File: src/rtl/ariane_opfetch_pkg.sv
// Shared types and constants for the operand fetch stage and its scoreboard.
package ariane_opfetch_pkg;

   localparam int REG_ADDR_WIDTH = 5;
   localparam int NUM_REGS       = 32;

   typedef enum logic [1:0] {
      IDLE,
      WAIT_OPS,
      HOLD
   } opfetch_state_e;

endpackage

File: src/rtl/ariane_scoreboard_bits.sv
// One busy bit per architectural register; a set and a clear landing on the
// same register in the same cycle leaves the bit set.
module ariane_scoreboard_bits
   import ariane_opfetch_pkg::*;
#(
   parameter bit ZERO_REG_ZERO = 1'b1
) (
   input  logic                clk_i,
   input  logic                rst_i,
   input  logic [NUM_REGS-1:0] set_i,
   input  logic [NUM_REGS-1:0] clr_i,
   output logic [NUM_REGS-1:0] busy_o
);

   logic [NUM_REGS-1:0] busy_q;

   always_ff @(posedge clk_i) begin
      if (rst_i) begin
         busy_q <= '0;
      end else begin
         busy_q <= (busy_q & ~clr_i) | set_i;
         if (ZERO_REG_ZERO) busy_q[0] <= 1'b0;
      end
   end

   assign busy_o = busy_q;

endmodule

File: src/rtl/ariane_operand_fetch.sv
// Operand fetch: collects source operands from the regfile or writeback
// forwarding, stalls on busy sources and WAW hazards, then holds for dispatch.
module ariane_operand_fetch
   import ariane_opfetch_pkg::*;
#(
   parameter int DATA_WIDTH     = 32,
   parameter int NR_READ_PORTS  = 2,
   parameter int NR_WRITE_PORTS = 2,
   parameter bit ZERO_REG_ZERO  = 1'b1
) (
   input  logic                                            clk_i,
   input  logic                                            rst_i,
   input  logic                                            issue_valid_i,
   output logic                                            issue_ready_o,
   input  logic [NR_READ_PORTS-1:0][REG_ADDR_WIDTH-1:0]    issue_rs_i,
   input  logic [REG_ADDR_WIDTH-1:0]                       issue_rd_i,
   input  logic                                            issue_rd_we_i,
   output logic [NR_READ_PORTS-1:0][REG_ADDR_WIDTH-1:0]    raddr_o,
   input  logic [NR_READ_PORTS-1:0][DATA_WIDTH-1:0]        rdata_i,
   input  logic [NR_WRITE_PORTS-1:0]                       wb_we_i,
   input  logic [NR_WRITE_PORTS-1:0][REG_ADDR_WIDTH-1:0]   wb_addr_i,
   input  logic [NR_WRITE_PORTS-1:0][DATA_WIDTH-1:0]       wb_data_i,
   output logic                                            op_valid_o,
   input  logic                                            op_ready_i,
   output logic [NR_READ_PORTS-1:0][DATA_WIDTH-1:0]        op_data_o,
   output logic [REG_ADDR_WIDTH-1:0]                       op_rd_o,
   output logic                                            op_rd_we_o
);

   opfetch_state_e                                  state_q;
   logic [NR_READ_PORTS-1:0][REG_ADDR_WIDTH-1:0]    rs_q;
   logic [REG_ADDR_WIDTH-1:0]                       rd_q;
   logic                                            rd_we_q;
   logic [NR_READ_PORTS-1:0]                        captured_q;
   logic [NR_READ_PORTS-1:0][DATA_WIDTH-1:0]        op_data_q;

   logic [NR_READ_PORTS-1:0]                        avail;
   logic [NR_READ_PORTS-1:0][DATA_WIDTH-1:0]        op_val;
   logic [NUM_REGS-1:0]                             busy;
   logic [NUM_REGS-1:0]                             set_vec;
   logic [NUM_REGS-1:0]                             clr_vec;
   logic                                            issue_hs;
   logic                                            dispatch_hs;
   logic                                            ops_done;
   logic                                            waw_stall;

   assign issue_ready_o = !rst_i && ((state_q == IDLE) || ((state_q == HOLD) && op_ready_i));
   assign issue_hs      = issue_valid_i && issue_ready_o;
   assign dispatch_hs   = (state_q == HOLD) && op_ready_i;
   assign raddr_o       = (state_q == WAIT_OPS) ? rs_q : '0;

   // Forwarded writeback beats the regfile; the later loop iteration (higher
   // write port) overrides earlier matches.
   always_comb begin
      avail  = '0;
      op_val = '0;
      for (int k = 0; k < NR_READ_PORTS; k++) begin
         if (ZERO_REG_ZERO && (rs_q[k] == '0)) begin
            avail[k] = 1'b1;
         end else begin
            for (int j = 0; j < NR_WRITE_PORTS; j++) begin
               if (wb_we_i[j] && (wb_addr_i[j] == rs_q[k])) begin
                  avail[k]  = 1'b1;
                  op_val[k] = wb_data_i[j];
               end
            end
            if (!avail[k] && !busy[rs_q[k]]) begin
               avail[k]  = 1'b1;
               op_val[k] = rdata_i[k];
            end
         end
      end
   end

   always_comb begin
      clr_vec = '0;
      set_vec = '0;
      for (int j = 0; j < NR_WRITE_PORTS; j++) begin
         if (wb_we_i[j]) clr_vec[wb_addr_i[j]] = 1'b1;
      end
      if (dispatch_hs && rd_we_q && (rd_q != '0)) set_vec[rd_q] = 1'b1;
   end

   assign ops_done  = &(captured_q | avail);
   assign waw_stall = rd_we_q && (rd_q != '0) && busy[rd_q] && !clr_vec[rd_q];

   ariane_scoreboard_bits #(
      .ZERO_REG_ZERO(ZERO_REG_ZERO)
   ) i_scoreboard (
      .clk_i (clk_i),
      .rst_i (rst_i),
      .set_i (set_vec),
      .clr_i (clr_vec),
      .busy_o(busy)
   );

   // A new issue can arrive from IDLE or alongside a dispatch from HOLD, so
   // the latch of the next instruction overrides the per-state transition.
   always_ff @(posedge clk_i) begin
      if (rst_i) begin
         state_q    <= IDLE;
         rs_q       <= '0;
         rd_q       <= '0;
         rd_we_q    <= 1'b0;
         captured_q <= '0;
         op_data_q  <= '0;
      end else begin
         case (state_q)
            WAIT_OPS: begin
               for (int k = 0; k < NR_READ_PORTS; k++) begin
                  if (!captured_q[k] && avail[k]) begin
                     captured_q[k] <= 1'b1;
                     op_data_q[k]  <= op_val[k];
                  end
               end
               if (ops_done && !waw_stall) state_q <= HOLD;
            end
            HOLD: begin
               if (op_ready_i) state_q <= IDLE;
            end
            default: state_q <= IDLE;
         endcase
         if (issue_hs) begin
            rs_q       <= issue_rs_i;
            rd_q       <= issue_rd_i;
            rd_we_q    <= issue_rd_we_i;
            captured_q <= '0;
            state_q    <= WAIT_OPS;
         end
      end
   end

   assign op_valid_o = (state_q == HOLD);
   assign op_data_o  = op_data_q;
   assign op_rd_o    = rd_q;
   assign op_rd_we_o = rd_we_q;

endmodule

File: config.mk
export PLATFORM = sky130hd
export DESIGN_NAME = ariane_operand_fetch
export DESIGN_NICKNAME = d
export VERILOG_FILES = /design/src/rtl/ariane_opfetch_pkg.sv /design/src/rtl/ariane_scoreboard_bits.sv /design/src/rtl/ariane_operand_fetch.sv
export SDC_FILE = /design/constraint.sdc
export NUM_CORES = 1
export LEC_CHECK = 0
export CORE_MARGIN = 8
export CORE_UTILIZATION = 43
export CTS_CLUSTER_DIAMETER = 40
export DETAILED_ROUTE_END_ITERATION = 16
export PLACE_DENSITY = 0.8
export RECOVER_POWER = 50
export SYNTH_ARGS = -nofsm -noshare
export SYNTH_HDL_FRONTEND = slang
export SYNTH_HIERARCHICAL = 1
export SYNTH_SLANG_ARGS = --single-unit
File: constraint.sdc
create_clock -name clk_i -period 3.1 [get_ports clk_i]
set_input_delay 0.93 -clock clk_i [delete_from_list [all_inputs] [get_ports clk_i]]
set_output_delay 0.93 -clock clk_i [all_outputs]
set_load 0.05 [all_outputs]
# After elaboration in Yosys (flattened, before gate mapping)
# Cells that the tools add are included.
[totals]
out_inout_bits = 82
word_cells = 115
ff_bits = 116
[classes]
n_eq_ne = 10
bitwise = 5
n_lt_le_gt_ge = 8
reduce_logical = 40
n_mux = 40
[ops]
columns = ["op", "count"]
rows = [
  ["$mux 32", 11],
  ["$or 32x32->32", 2],
  ["$and 32x32->32", 1],
  ["$not 32->32", 1],
  ["$lt 5x6->1 const B", 5],
  ["$bmux 1 s5", 4],
  ["$eq 5x5->1", 4],
  ["$logic_and 1x1->1", 20],
  ["$mux 1", 18],
  ["$demux 1 s5", 3],
  ["$ge 5x1->1 const B", 3],
  ["$logic_not 5->1", 2],
  ["$mux 10", 1],
  ["$reduce_and 2->1", 5],
  ["$logic_not 1->1", 9],
  ["$reduce_bool 5->1", 1],
  ["$mux 2", 2],
  ["$ne 2x1->1 const B", 2],
  ["$pmux 2 s2", 1],
  ["$ne 3x1->1 const B", 1],
  ["$ne 3x2->1 const B", 1],
  ["$eq 2x1->1 const B", 1],
  ["$eq 2x2->1 const B", 1],
  ["$logic_not 2->1", 1],
  ["other kinds (3)", 3],
]

# Depth between registers and ports, before layout
[logic_depth]
ltp_word = 16
depth_mapped = 12
mapped_depth_nobuf = 7

# Cells and area by module
# Netlist, hierarchy kept.
[by_module_without_submodules]
columns = ["mod", "cells_each", "n_inst", "area_per_inst_um2", "seq_area_each_um2"]
rows = [
  ["ariane_operand_fetch", 806, 1, 6623.9, 1681.6],
  ["ariane_scoreboard_bits", 129, 1, 1131.1, 620.6],
]

# Worst setup path after synthesis
# No wires, ideal clock.
[synth_timing]
path_kind = "input-to-reg"
from = "in rst_i"
to = "reg rd_q[2], in the netlist op_rd_o[2]"
path_slack_ns = -0.271
arrival_ns = 3.239
setup_time_ns = 0.131
required_time_ns = 2.969
path_buffers = 3
path_stages = 6
cell_sequence = "clkbuf_1 a211oi_1 and2_1 clkbuf_1 clkbuf_1 o21ai_0"
[synth_via]
elab_chain_cells = 3
[synth_rtl]
columns = ["element", "line", "rtl"]
rows = [
  ["start: declaration", "ariane_operand_fetch.sv:12", "input logic rst_i,"],
  ["$logic_not 1->1", "ariane_operand_fetch.sv:47", "assign issue_ready_o = !rst_i && ((state_q == IDLE) || ((state_q == HOLD) && op_ready_i));"],
  ["$logic_and 1x1->1", "ariane_operand_fetch.sv:47", ""],
  ["net issue_ready_o", "ariane_operand_fetch.sv:14", "output logic issue_ready_o,"],
  ["$logic_and 1x1->1", "ariane_operand_fetch.sv:48", "assign issue_hs = issue_valid_i && issue_ready_o;"],
  ["end signal: assignment", "ariane_operand_fetch.sv:125", "rd_q <= issue_rd_i;"],
  ["end: declaration", "ariane_operand_fetch.sv:32", "logic [REG_ADDR_WIDTH-1:0] rd_q;"],
]
# The timed path passes the listed nets, and every way through them passes these cells.
# A chain may end at the register's enable or synchronous reset.

# Worst setup path after layout
[layout_timing]
from = "in wb_addr_i[6] (netlist bit)"
to = "reg op_data_q (netlist bit op_data_o[52])"
[layout_via]
elab_chain_cells = 10
[layout_rtl]
columns = ["element", "line", "rtl"]
rows = [
  ["start: declaration", "ariane_operand_fetch.sv:21", "input logic [NR_WRITE_PORTS-1:0][REG_ADDR_WIDTH-1:0] wb_addr_i,"],
  ["$eq 5x5->1 (*)", "ariane_operand_fetch.sv:62", "if (wb_we_i[j] && (wb_addr_i[j] == rs_q[k])) begin"],
  ["$logic_and 1x1->1 (*)", "ariane_operand_fetch.sv:62", ""],
  ["$mux 1", "ariane_operand_fetch.sv:62", ""],
  ["$mux 1", "ariane_operand_fetch.sv:58", "if (ZERO_REG_ZERO && (rs_q[k] == '0)) begin"],
  ["$logic_not 1->1", "ariane_operand_fetch.sv:67", "if (!avail[k] && !busy[rs_q[k]]) begin"],
  ["$logic_and 1x1->1", "ariane_operand_fetch.sv:67", ""],
  ["$mux 1", "ariane_operand_fetch.sv:67", ""],
  ["$mux 1", "ariane_operand_fetch.sv:58", ""],
  ["$logic_and 1x1->1", "ariane_operand_fetch.sv:111", "if (!captured_q[k] && avail[k]) begin"],
  ["$reduce_and 2->1 (no source line)", "--", ""],
  ["end signal: indexed assignment", "ariane_operand_fetch.sv:113", "op_data_q[k] <= op_val[k];"],
  ["end: declaration", "ariane_operand_fetch.sv:35", "logic [NR_READ_PORTS-1:0][DATA_WIDTH-1:0] op_data_q;"],
]
# Mark *: on every way between the ends. The rest lies on a longest branch, timed or not. The select of a mux whose other input is x is not followed.

==> metrics <==
status finished, final reports clean; initial core utilization between 40% and 50%; Worst-Skew Late Latency roughly 0.42 ns; worst slew pin tran 0.951 ns; startpoint type of the worst setup path input port; hold wc startpoint op_data_o[30]$_SDFFE_PP0P_; period utilization 97.9%; maximum net fanout on the critical path 21; flop2flop setup slack 0.19 ns; # clock sinks roughly 120; final non-filler cell total 1432; clk root buf clkbuf_16; Min-Delay Path Class flop to flop; Setup Crit Path Kind input port to flop; placed cells about 1.4k; Ys Warns 6; htree depth 4; pre-CTS setup slack -0.343 ns; CTS tree done; crit path time final about 3.0 ns; Rows roughly 50; # port buffers roughly 240; Fill cells 1508; CTS Hold Buffers Added 0; vias around 8.4k; IO Count 242; Synthesized Nets 1094; met3 Use GR just under 7%; clock buffer count from CTS 17; Fmax approximately 0.33 GHz; Vias/cell ~6; vias in the first global route 8272; fin. max-slew vios 0; Tot GR Track Use a little over a quarter; M2 GR Usage a little over two fifths; hold depth 1; largest net degree at the start of global routing 84; total wire length between 30000 and 40000 um; initial antenna violation count 2; most used cell, CP buf_4; Leak roughly 0.0046 uW; layout cell share with drive strength beyond 1 14.0%; Critical-path top delay cell clkdlybuf4s50_1; die width around 150 um; Register Area ~2300 sq um; cell count after synthesis between 900 and 1k; RSZ-0062 raised after global routing false; multi-input logic area 4700 sq um; R2R depth 8; Worst EP required ~3.4 ns; worst flop-to-flop path startpoint rs_q[5]$_SDFFE_PP0P_; P per Cell Area about 480 nW/um^2; gpl congestion 0.972; setup repair bufs after CTS 0; Slew headroom a little over a third; post-layout net count 1347; PostCTS Resize Cnt 2; Max Cap Violations 0; worst clock skew between 0.01 and 0.015 ns; Avg Cell Area, Syn a little over 8 sq um; met1 Usage GRT a little under a third; Clk pin slew, worst setup/hold paths ~0.060 ns; Final Setup Violations 0; P&R area growth vs syn 46.3%; Arrival @ worst endpoint 3.28 ns; first-pass detailed-route iteration total 5; Worst Hold End op_data_o[30]$_SDFFE_PP0P_; Die ar. ~23000 sq um; post-route setup slack roughly 0.067 ns; worst r2r dst op_data_o[52]$_SDFFE_PP0P_; Core Box Area about 18000 sq um; Hold Vio Cnt, Final 0; HPWL Detailed 23200 um; Total Power between 5000 and 6000 uW; Max clock buf depth 2; drt initial violations 744; Worst setup EP type flop; remaining global-route overflow 0; Worst path max stage delay 0.50 ns; wire per inst between 20 and 25 um; first-pass GRT wire length approximately 46000 um; Post-Syn Area about 7800 sq um; crit path cell chain clkdlybuf4s50_1, xor2_1, nor4_1, buf_4, nand3_2, and2_1, a311o_1, buf_4, a32oi_1, nor2_1; VDD IR-drop max 0.398 mV; # DRC 0; gr busiest metal met2; Routed Antenna Nets 0; die height between 150 and 200 um
## where the power goes
group / internal [uW] / leakage (uW) / total, uW / switching [uW]
Combinational: 687 / 0.00333 / 1610 / 924
Sequential: 1560 / 0.000931 / 1660 / 99.8
Clock: 1410 / 0.000306 / 2150 / 741
## through the flow
stage | util, % | setup TNS, ns | instance area (sq um) | hold WS (ns)
5_1_grt | 63.5 | 0 | 11300 | 0.490
3_5_place_dp | 59.9 | -15.39 | 10700 | 0.455
2_1_floorplan | - | 0 | 7760 | 0.460
6_report | 63.5 | 0 | 11300 | 0.471
3_3_place_gp | 59.9 | -12.07 | 10700 | 0.458
4_1_cts | 63.5 | 0 | 11300 | 0.477
## area by class of cell
cell class	instances	area share (%)
multi-input combinational	658	41.5
timing repair buffer	323	27.6
sequential	115	20.3
clock buffer	21	4.15
tap	229	2.53
inverter	72	2.38
clock inverter	11	1.53
antenna	3	0.0662
## per-layer routing
layer  routed length [um]  vias up  part of all wire [%]
met4                 1600        0                   5.2
li1                     -     3869                     -
met5                    0        -                     0
met2                14400      493                    47
met3                 3130       89                    10
met1                11500     3929                    38
## state kept, by name, summed over array words and instances, names as in the netlist
register	cells
op_data_o	64
i_scoreboard/busy_o	31
rs_q	10
op_rd_o	5
captured_q	2
state_q	2
op_rd_we_o	1
## worst max-delay path: cells and delay by family
family	cells	cell delay (ns)
compound gates	2	0.55
xor+xnor	1	0.18
buf+inv	3	0.91
simple gates	4	0.70
## how the worst max path moves through the flow
stage / startpoint / end / slack, ns / depth (start not counted)
floorplan: wb_addr_i[8] / op_data_o[13]$_SDFFE_PP0P_ / 0.12 / 9
global placement: wb_addr_i[2] / state_q[1]$_SDFFE_PP0P_ / -0.31 / 8
detailed placement: wb_addr_i[2] / state_q[1]$_SDFFE_PP0P_ / -0.34 / 8
CTS: wb_addr_i[2] / op_data_o[52]$_SDFFE_PP0P_ / 0.07 / 10
global route: wb_addr_i[4] / op_data_o[52]$_SDFFE_PP0P_ / 0.005 / 10
finish: wb_addr_i[6] / op_data_o[52]$_SDFFE_PP0P_ / 0.07 / 10
## layout by cell type (no fill, tap or decap), drive strengths merged, types with 11 or more instances in the layout
cell and count:
clkbuf 23, nand2b 52, clkdlybuf4s50 175, mux2i 74, dfxtp 115, xor2 16
o21ai 42, nand2 95, buf 90, a22o 33, dlygate4sd3 52, a21oi 35
mux4 27, inv 73, nor2 80, o22ai 64, nand3 11, a32oi 34
Power figures use the tool's default switching activity.
